===== src/rtl/regfile_host_bridge.sv =====
// Byte-serial host command bridge into a register file: write strobes, combinational
// read addressing, a valid/ready response stream, and a full-register dump.
module regfile_host_bridge #(
    parameter int W = 8,
    parameter int D = 4
) (
    input  logic         Clk,
    input  logic         Reset,
    input  logic         InValid,
    input  logic [W-1:0] InData,
    output logic         InReady,
    output logic         OutValid,
    output logic [W-1:0] OutData,
    input  logic         OutReady,
    output logic         RfWriteEn,
    output logic [D-1:0] RfWaddr,
    output logic [W-1:0] RfWdata,
    output logic [D-1:0] RfRaddr,
    input  logic [W-1:0] RfRdata,
    output logic         CmdErr,
    output logic         Busy
);

    typedef enum logic [2:0] {
        IDLE,
        GET_DATA,
        WRITE,
        READ,
        RESP,
        DUMP_LOAD,
        DUMP_SEND
    } state_t;

    localparam logic [1:0]   OP_READ  = 2'b00;
    localparam logic [1:0]   OP_DUMP  = 2'b01;
    localparam logic [1:0]   OP_WRITE = 2'b10;
    localparam logic [D-1:0] CNT_LAST = '1;

    state_t       state;
    state_t       state_nxt;
    logic [D-1:0] addr_q;
    logic [D-1:0] cnt_q;
    logic [W-1:0] data_q;
    logic [W-1:0] out_q;
    logic         err_q;
    logic         in_hs;
    logic         out_hs;
    logic [1:0]   op;

    // Only the opcode and address bits of a command carry meaning.
    logic unused_in;
    assign unused_in = ^InData;

    assign op     = InData[7:6];
    assign in_hs  = InValid && InReady;
    assign out_hs = OutValid && OutReady;

    always_ff @(posedge Clk) begin
        if (Reset) begin
            state <= IDLE;
        end else begin
            state <= state_nxt;
        end
    end

    always_comb begin
        state_nxt = state;
        case (state)
            IDLE: begin
                if (in_hs) begin
                    case (op)
                        OP_WRITE: state_nxt = GET_DATA;
                        OP_READ:  state_nxt = READ;
                        OP_DUMP:  state_nxt = DUMP_LOAD;
                        default:  state_nxt = IDLE;
                    endcase
                end
            end
            GET_DATA:  if (in_hs) state_nxt = WRITE;
            WRITE:     state_nxt = IDLE;
            READ:      state_nxt = RESP;
            RESP:      if (out_hs) state_nxt = IDLE;
            DUMP_LOAD: state_nxt = DUMP_SEND;
            DUMP_SEND: begin
                if (out_hs) begin
                    state_nxt = (cnt_q == CNT_LAST) ? IDLE : DUMP_LOAD;
                end
            end
            default:   state_nxt = IDLE;
        endcase
    end

    // Latched command fields, dump counter and the registered response byte.
    always_ff @(posedge Clk) begin
        if (Reset) begin
            addr_q <= '0;
            data_q <= '0;
            cnt_q  <= '0;
            out_q  <= '0;
            err_q  <= 1'b0;
        end else begin
            err_q <= (state == IDLE) && in_hs && (op == 2'b11);
            if ((state == IDLE) && in_hs) begin
                addr_q <= InData[D-1:0];
                if (op == OP_DUMP) begin
                    cnt_q <= '0;
                end
            end
            if ((state == GET_DATA) && in_hs) begin
                data_q <= InData;
            end
            if ((state == READ) || (state == DUMP_LOAD)) begin
                out_q <= RfRdata;
            end
            if ((state == DUMP_SEND) && out_hs && (cnt_q != CNT_LAST)) begin
                cnt_q <= cnt_q + 1'b1;
            end
        end
    end

    always_comb begin
        InReady   = 1'b0;
        OutValid  = 1'b0;
        RfWriteEn = 1'b0;
        RfRaddr   = addr_q;
        case (state)
            IDLE:      InReady = 1'b1;
            GET_DATA:  InReady = 1'b1;
            WRITE:     RfWriteEn = 1'b1;
            RESP:      OutValid = 1'b1;
            DUMP_LOAD: RfRaddr = cnt_q;
            DUMP_SEND: OutValid = 1'b1;
            default:   InReady = 1'b0;
        endcase
    end

    assign OutData = out_q;
    assign RfWaddr = addr_q;
    assign RfWdata = data_q;
    assign CmdErr  = err_q;
    assign Busy    = (state != IDLE);

endmodule

===== config.mk =====
export PLATFORM = sky130hd
export DESIGN_NAME = regfile_host_bridge
export DESIGN_NICKNAME = d
export VERILOG_FILES = /design/src/rtl/regfile_host_bridge.sv
export SDC_FILE = /design/constraint.sdc
export NUM_CORES = 1
export LEC_CHECK = 0
export ABC_AREA = 1
export CAP_MARGIN = 20
export CORE_MARGIN = 5
export CORE_UTILIZATION = 39
export CTS_BUF_LIST = sky130_fd_sc_hd__clkbuf_16
export DETAILED_ROUTE_END_ITERATION = 10
export PLACE_DENSITY = 0.75
export SKIP_CTS_REPAIR_TIMING = 1
export SYNTH_ARGS = -nofsm -noshare
export SYNTH_HDL_FRONTEND = slang
export SYNTH_SLANG_ARGS = --single-unit

===== constraint.sdc =====
create_clock -name Clk -period 1.3 [get_ports Clk]
set_input_delay 0.325 -clock Clk [delete_from_list [all_inputs] [get_ports Clk]]
set_output_delay 0.325 -clock Clk [all_outputs]
set_load 0.05 [all_outputs]

==> summary.md, run 1 <==
| Metric | Value |
|---|---|
| Hold_ws | 0.517 ns |
| Vias in the first global route | roughly 1500 |
| Die area | 4410 um^2 |
| EDFF count, synth | 0 |
| Clock power frac | between 20% and 30% |
| Arrival time at the worst endpoint | between 1 and 1.5 ns |
| Fin crit share | 117% |
| Die W | about 66 um |
| Register area | about 570 um^2 |
| GRT Total Usage | between 10% and 20% |
| Cell count after synthesis | 169 |
| # rows | 20 |
| Worst-path cell chain | inv_6 -> nand3_4 -> nand2_1 -> o21ai_4 -> buf_12 |
| Register bit total from synthesis | 28 |
| Net Switching | ~0.0015 W |
| Area grow syn2layout | 98.6% |
| Antenna Cells | 0 |
| Final GP Congestion | 0.848 |
| Number of H-tree levels | 1 |
| Final setup fails | 16 |
| Netlist cell types | 25 |
| Peak supply drop | 0.814 mV |
| Worst setup EP type | output port |
| Max-Slew Margin vs Limit | 84.5% |
| Worst-Margin Slew | ~0.23 ns |
| Clock sinks | 28 |
| Switching share of power | ~38% |
| Crit path largest cell delay | approximately 0.37 ns |
| WL/cell | 14.7 um |
| Fmax | 0.657 GHz |
| CTS Buf Count | 3 |
| Outcome | complete, but fails checks |
| Slew Viols, Final | 0 |
| Synth top area share | 45.1% |
| CP startpoint kind | flop |
| Tmin final | ~1.5 ns |
| Initial Util | ~41% |
| CP Class | flop to output port |
| Avg Cell Area, Syn | about 7.4 um^2 |
| DR DRC count | 0 |
| HPWL after DPL | approximately 3100 um |
| CP Data Required Time | 0.98 ns |
| CORE AREA | slightly above 3000 um^2 |
| Unrepaired setup endpoints after global routing | yes |
| Main flop type after synthesis | dfxtp_1 |
| Initial antenna violation count | 0 |
| Power per cell area | ~1600 nW/um^2 |
| CTS tree | done |
| Multi-input gate area | approximately 710 um^2 |
| # IOs | slightly below 50 |
| Final hold violation count | 0 |
| Worst path slowest cell | dfxtp_4 |
| Sequential-to-total area share from yosys stat | between 40% and 50% |
| Clock slew at reported path FFs | 0.07 ns |
| # port buffers | between 40 and 50 |
| Vias per cell | 5.05 |
| Worst setup margin | -0.222 ns |
| Final clock skew | ~0.0037 ns |
| Crit Path Max Fanout | 5 |
| Leak Pwr | between 1 and 1.5 nW |
| Combinational share of power | around half |
| Count leader, synth | nor2_1 |
| TritonRoute pass-1 iters | 4 |
| CTS root buf | clkbuf_16 |
| Fillcell total | 192 |
| Largest net degree at the start of global routing | 17 |
| Initial DRC count | 75 |
| Yosys warns | 0 |
| Synth area leader | dfxtp_1 |
| FFs w/ async S/R, synth | 0% |
| Worst-Skew Late Latency | 0.26 ns |
| Total routed wirelength | around 4200 um |
| Ranking of synthesized cells by area | dfxtp_1 45%, nor2_1 12%, o21ai_0 8.9%, nand2_1 5.1%, a21oi_1 4.8% |
| Top post-synthesis cells by count | 39 x nor2_1, 28 x dfxtp_1, 22 x o21ai_0 |
| Nets@finish | ~260 |
| Die height | roughly 66 um |
| Vias | roughly 1400 |
| Syn nets | 190 |
| Failing checks | negative setup slack |
| Clock buffer depth | 2 |
| Pint | 0.00246 W |
| Hold WC Path Type | flop to flop |
| Syn Std Cell Area | around 1200 um^2 |
| Sequential fraction of design power | around 28% |
| Total grt overflow | 0 |
| DRT antenna net count | 0 |
| Layout cells sized above 1 | roughly 38% |
| Critical path buffers and inverters | 2 |
| Largest delay contributor family on the critical path | flip-flops |
| Pre-CTS setup slack | -0.261 ns |
| Number of max-cap violations | 0 |
| First-pass GRT wire length | 6400 um |
| Post-layout util | 80.8% |
[layer usage]
metal  track usage [%]  up-vias  part of all wire (%)  wire length, um
li1                  -      690                     -                -
met1              19.0      670                    38             1600
met2              36.1       58                    52             2170
met3              4.08       10                   7.8              324
met4              6.35        0                   1.6               68
met5                 0        -                     0                0
[cell type report]
class	instances	share of cell area, %
Clock buffer	3	3.04
Clock inverter	1	1.22
Inverter	18	3.09
Multi-Input combinational cell	120	28.8
Sequential cell	28	23.3
Tap cell	44	2.23
Timing Repair Buffer	69	38.3
[worst reg2reg max path, stage by stage, from the launching register on]
cell,delay (ns)
dfxtp_4,0.39
inv_6,0.05
buf_4,0.16
nor2_1,0.20
nand4_2,0.21
clkinv_2,0.12
nand2_1,0.06
a21oi_1,0.13
[power groups by stage]
stage / sequential [W] / clock, W / combinational (W)
floorplan: 0.00135 / 0 / 0.000680
global placement: 0.00110 / 0 / 0.00176
detailed placement: 0.00111 / 0 / 0.00180
CTS: 0.00110 / 0.000927 / 0.00181
global route: 0.00113 / 0.000966 / 0.00200
finish: 0.00112 / 0.000915 / 0.00191
[logic make-up (layout without fill, tap and decap cells)]
group                    count (synthesis)  count (layout)  synth area share (%)
adder cells (fa/ha/maj)                  1               1                  1.01
buffers and inverters                   22              91                  7.86
AO/OA/AOI/OAI                           38              38                  15.7
flip-flops                              28              28                  45.1
XOR/XNOR                                 1               1                 0.705
AND/OR/NAND/NOR                         79              80                  29.6
[flip-flops by register name, indices dropped and copies added, names as in the netlist]
name / count
OutData: 8
RfWdata: 8
state: 3
cnt_q: 4
RfWaddr: 4
CmdErr: 1
[layout by cell type (no fill, tap or decap), types with 4 or more instances in the layout]
| cell type | count |
|---|---|
| nor2_1 | 36 |
| buf_12 | 28 |
| dfxtp_1 | 23 |
| clkdlybuf4s50_1 | 19 |
| o21ai_0 | 17 |
| nand2_1 | 16 |
| buf_4 | 15 |
| inv_1 | 11 |
| nand3_1 | 10 |
| a21oi_1 | 8 |
| buf_6 | 6 |
| nor2_2 | 4 |
| nand2_4 | 4 |
| inv_2 | 4 |
[worst paths after layout]
path	end	slack, ns	cells after the start	startpoint
max	RfRaddr[3]	-0.22	5	state[1]$_SDFFE_PP0P_
min	cnt_q[3]$_SDFFE_PP0P_	0.52	2	cnt_q[3]$_SDFFE_PP0P_
max reg2reg	cnt_q[3]$_SDFFE_PP0P_	-0.08	7	state[1]$_SDFFE_PP0P_
min reg2reg	cnt_q[3]$_SDFFE_PP0P_	0.52	2	cnt_q[3]$_SDFFE_PP0P_
[metrics by stage]
step	setup TNS (ns)	instance area [um^2]	total power, W	std cells
after floorplan	-0.0826	1340	0.00203	169
after global placement	-2.56	2250	0.00287	275
after detailed placement	-3.47	2250	0.00292	275
after CTS	-2.24	2360	0.00383	279
after global routing	-3.10	2470	0.00410	283
final	-1.97	2470	0.00394	283
Note: power is estimated with default switching activity, not from simulation.
==> inputs of run 2 (changes only) <==
- DONT_BUFFER_PORTS: not set -> 1
- PLACE_DENSITY: 0.75 -> 0.55
==> run 2 against run 1 <==
The flow still finishes with violations (negative setup slack); die area unchanged; highest routed layer unchanged; maximum frequency decreased by 0.15%; non-clock buffer count decreased by 37; clock skew decreased by 0.0017 ns; utilization decreased by 17 points; clock power decreased by 2%.
==> summary.md, run 2 (same netlist as run 1, synthesis figures left out) <==
| Metric | Value |
|---|---|
| Worst Hold End | state[2]$_SDFFE_PP0P_ |
| DRT antenna net count | 0 (unchanged) |
| # rows | 20 (unchanged) |
| CP startpoint kind | flop |
| Hold path depth | 1 (-1) |
| TritonRoute pass-1 iters | 4 (unchanged) |
| Commonest non-fill, non-tap cell in the layout | nor2_1 |
| HPWL after DPL | 2600 um (-16%) |
| Leak Pwr | 0.804 nW (-22%) |
| Max-Slew Margin vs Limit | 64.8% (-20 points) |
| Total routed wirelength | 3440 um (-17%) |
| Hold WC Path Type | input pin to flop |
| # IOs | 49 (unchanged) |
| Setup TNS | -2.45 ns (-0.478 ns) |
| CTS Buf Count | 3 (unchanged) |
| DR DRC count | 0 (unchanged) |
| CP Class | flop to output port |
| Reg2reg end | state[2]$_SDFFE_PP0P_ |
| HP Start | Reset |
| Number of max-cap violations | 0 (unchanged) |
| Area grow syn2layout | 56.7% |
| Crit path from | state[1]$_SDFFE_PP0P_ |
| Power per cell area | 1810 nW/um^2 (+14%) |
| Outcome | complete, but fails checks |
| Clock slew at reported path FFs | 0.07 ns (about the same) |
| Fin crit share | 117% (+0.17 points) |
| First-pass GRT wire length | 5020 um (-21%) |
| Worst-Margin Slew | 0.527 ns (+0.295 ns) |
| Vias per cell | 4.96 (-1.8%) |
| Fmax | 0.656 GHz (-0.15%) |
| Final setup fails | 23 (+7) |
| Initial Util | 40.7% (unchanged) |
| Worst R2R Start | state[1]$_SDFFE_PP0P_ |
| WL/cell | 14.0 um (-4.9%) |
| Failing checks | negative setup slack |
| Fillcell total | 284 (+48%) |
| CTS root buf | clkbuf_16 |
| Worst setup margin | -0.224 ns (-0.00223 ns) |
| Final clock skew | 0.00198 ns (-0.00174 ns) |
| Layout cells sized above 1 | 42.1% (+3.6 points) |
| Arrival time at the worst endpoint | 1.20 ns (about the same) |
| CORE AREA | 3050 um^2 (unchanged) |
| # port buffers | 0 (-100%) |
| Initial antenna violation count | 0 (unchanged) |
| Final GP Congestion | 0.764 (-9.9%) |
| Largest net degree at the start of global routing | 17 (unchanged) |
| CTS tree | done |
| Die W | 66.4 um (unchanged) |
| Final hold violation count | 0 (unchanged) |
| Worst setup EP type | output port |
| Initial DRC count | 68 (-9.3%) |
| Tmin final | 1.52 ns (+0.00223 ns) |
| Crit Path Max Fanout | 4 (-1) |
| GRT Total Usage | 15.0% (-3.6 points) |
| Most frequent cells in the layout | 28 x nor2_1, 23 x dfxtp_1, 18 x buf_4 |
| Vias | 1219 (-15%) |
| Post-layout util | 63.8% (-17 points) |
| Clock sinks | 28 (unchanged) |
| Nets@finish | 224 (-14%) |
| Worst-Skew Late Latency | 0.26 ns (about the same) |
| Die height | 66.4 um (unchanged) |
| Peak supply drop | 0.847 mV (+4.0%) |
| Clock buffer depth | 2 (unchanged) |
| Antenna Cells | 0 (unchanged) |
| Slew Viols, Final | 0 (unchanged) |
| Vias in the first global route | 1132 (-23%) |
| Die area | 4410 um^2 (unchanged) |
| Reg2Reg Setup Slack | -0.14 ns (-0.06 ns) |
| Worst R2R Path Depth | 10 (+3) |
| Number of H-tree levels | 1 (unchanged) |
| Total grt overflow | 0 (unchanged) |
| Unrepaired setup endpoints after global routing | yes |
| CP Data Required Time | 0.98 ns (about the same) |
-- run 2: power breakdown --
group          switching (W)  total (W)  internal [W]
logic               0.000897    0.00145      0.000552
clock network       0.000285   0.000898      0.000613
registers           0.000213    0.00119      0.000972
-- run 2: metal layers --
metal	track usage (%)	vias up	share of wire [%]
li1	-	613	-
met1	15.7	548	39
met2	26.1	52	49
met3	5.78	6	9.6
met4	6.60	0	1.6
met5	0	-	0
-- run 2: layout make-up --
class	instances	area, um^2	share of cell area (%)
clock inverters	1	30.0	1.54
multi-input cells	120	763	39.2
inverters	18	86.3	4.43
flip-flops and latches	28	574	29.5
clock buffers	3	75.1	3.86
well taps	44	55.1	2.83
repair buffers	32	363	18.6
-- run 2: worst max-delay path by stage --
stage               cells past startpoint                 endpoint  slack [ns]
floorplan                               3               RfRaddr[3]       -0.03
global placement                        7  RfWaddr[2]$_SDFFE_PP0P_       0.003
detailed placement                      7  RfWaddr[1]$_SDFFE_PP0P_       -0.06
CTS                                     4               RfRaddr[2]       -0.31
global route                            4                RfWriteEn       -0.27
finish                                  4                RfWriteEn       -0.22
-- run 2: worst max-delay path: stages, from the launching register on --
cell and delay, ns:
dfxtp_4 0.38, inv_6 0.05, buf_6 0.12, nor3_4 0.21, buf_12 0.16
-- run 2: through the flow --
step	instance area, um^2	std cells	setup WS [ns]	total power, W	hold WS, ns
6_report	1950	246	-0.224	0.00353	0.110
5_1_grt	1950	246	-0.273	0.00370	0.103
3_5_place_dp	1670	237	-0.0608	0.00250	0.393
2_1_floorplan	1340	169	-0.0310	0.00203	0.387
3_3_place_gp	1670	237	0.00350	0.00248	0.392
4_1_cts	1780	241	-0.308	0.00340	0.114
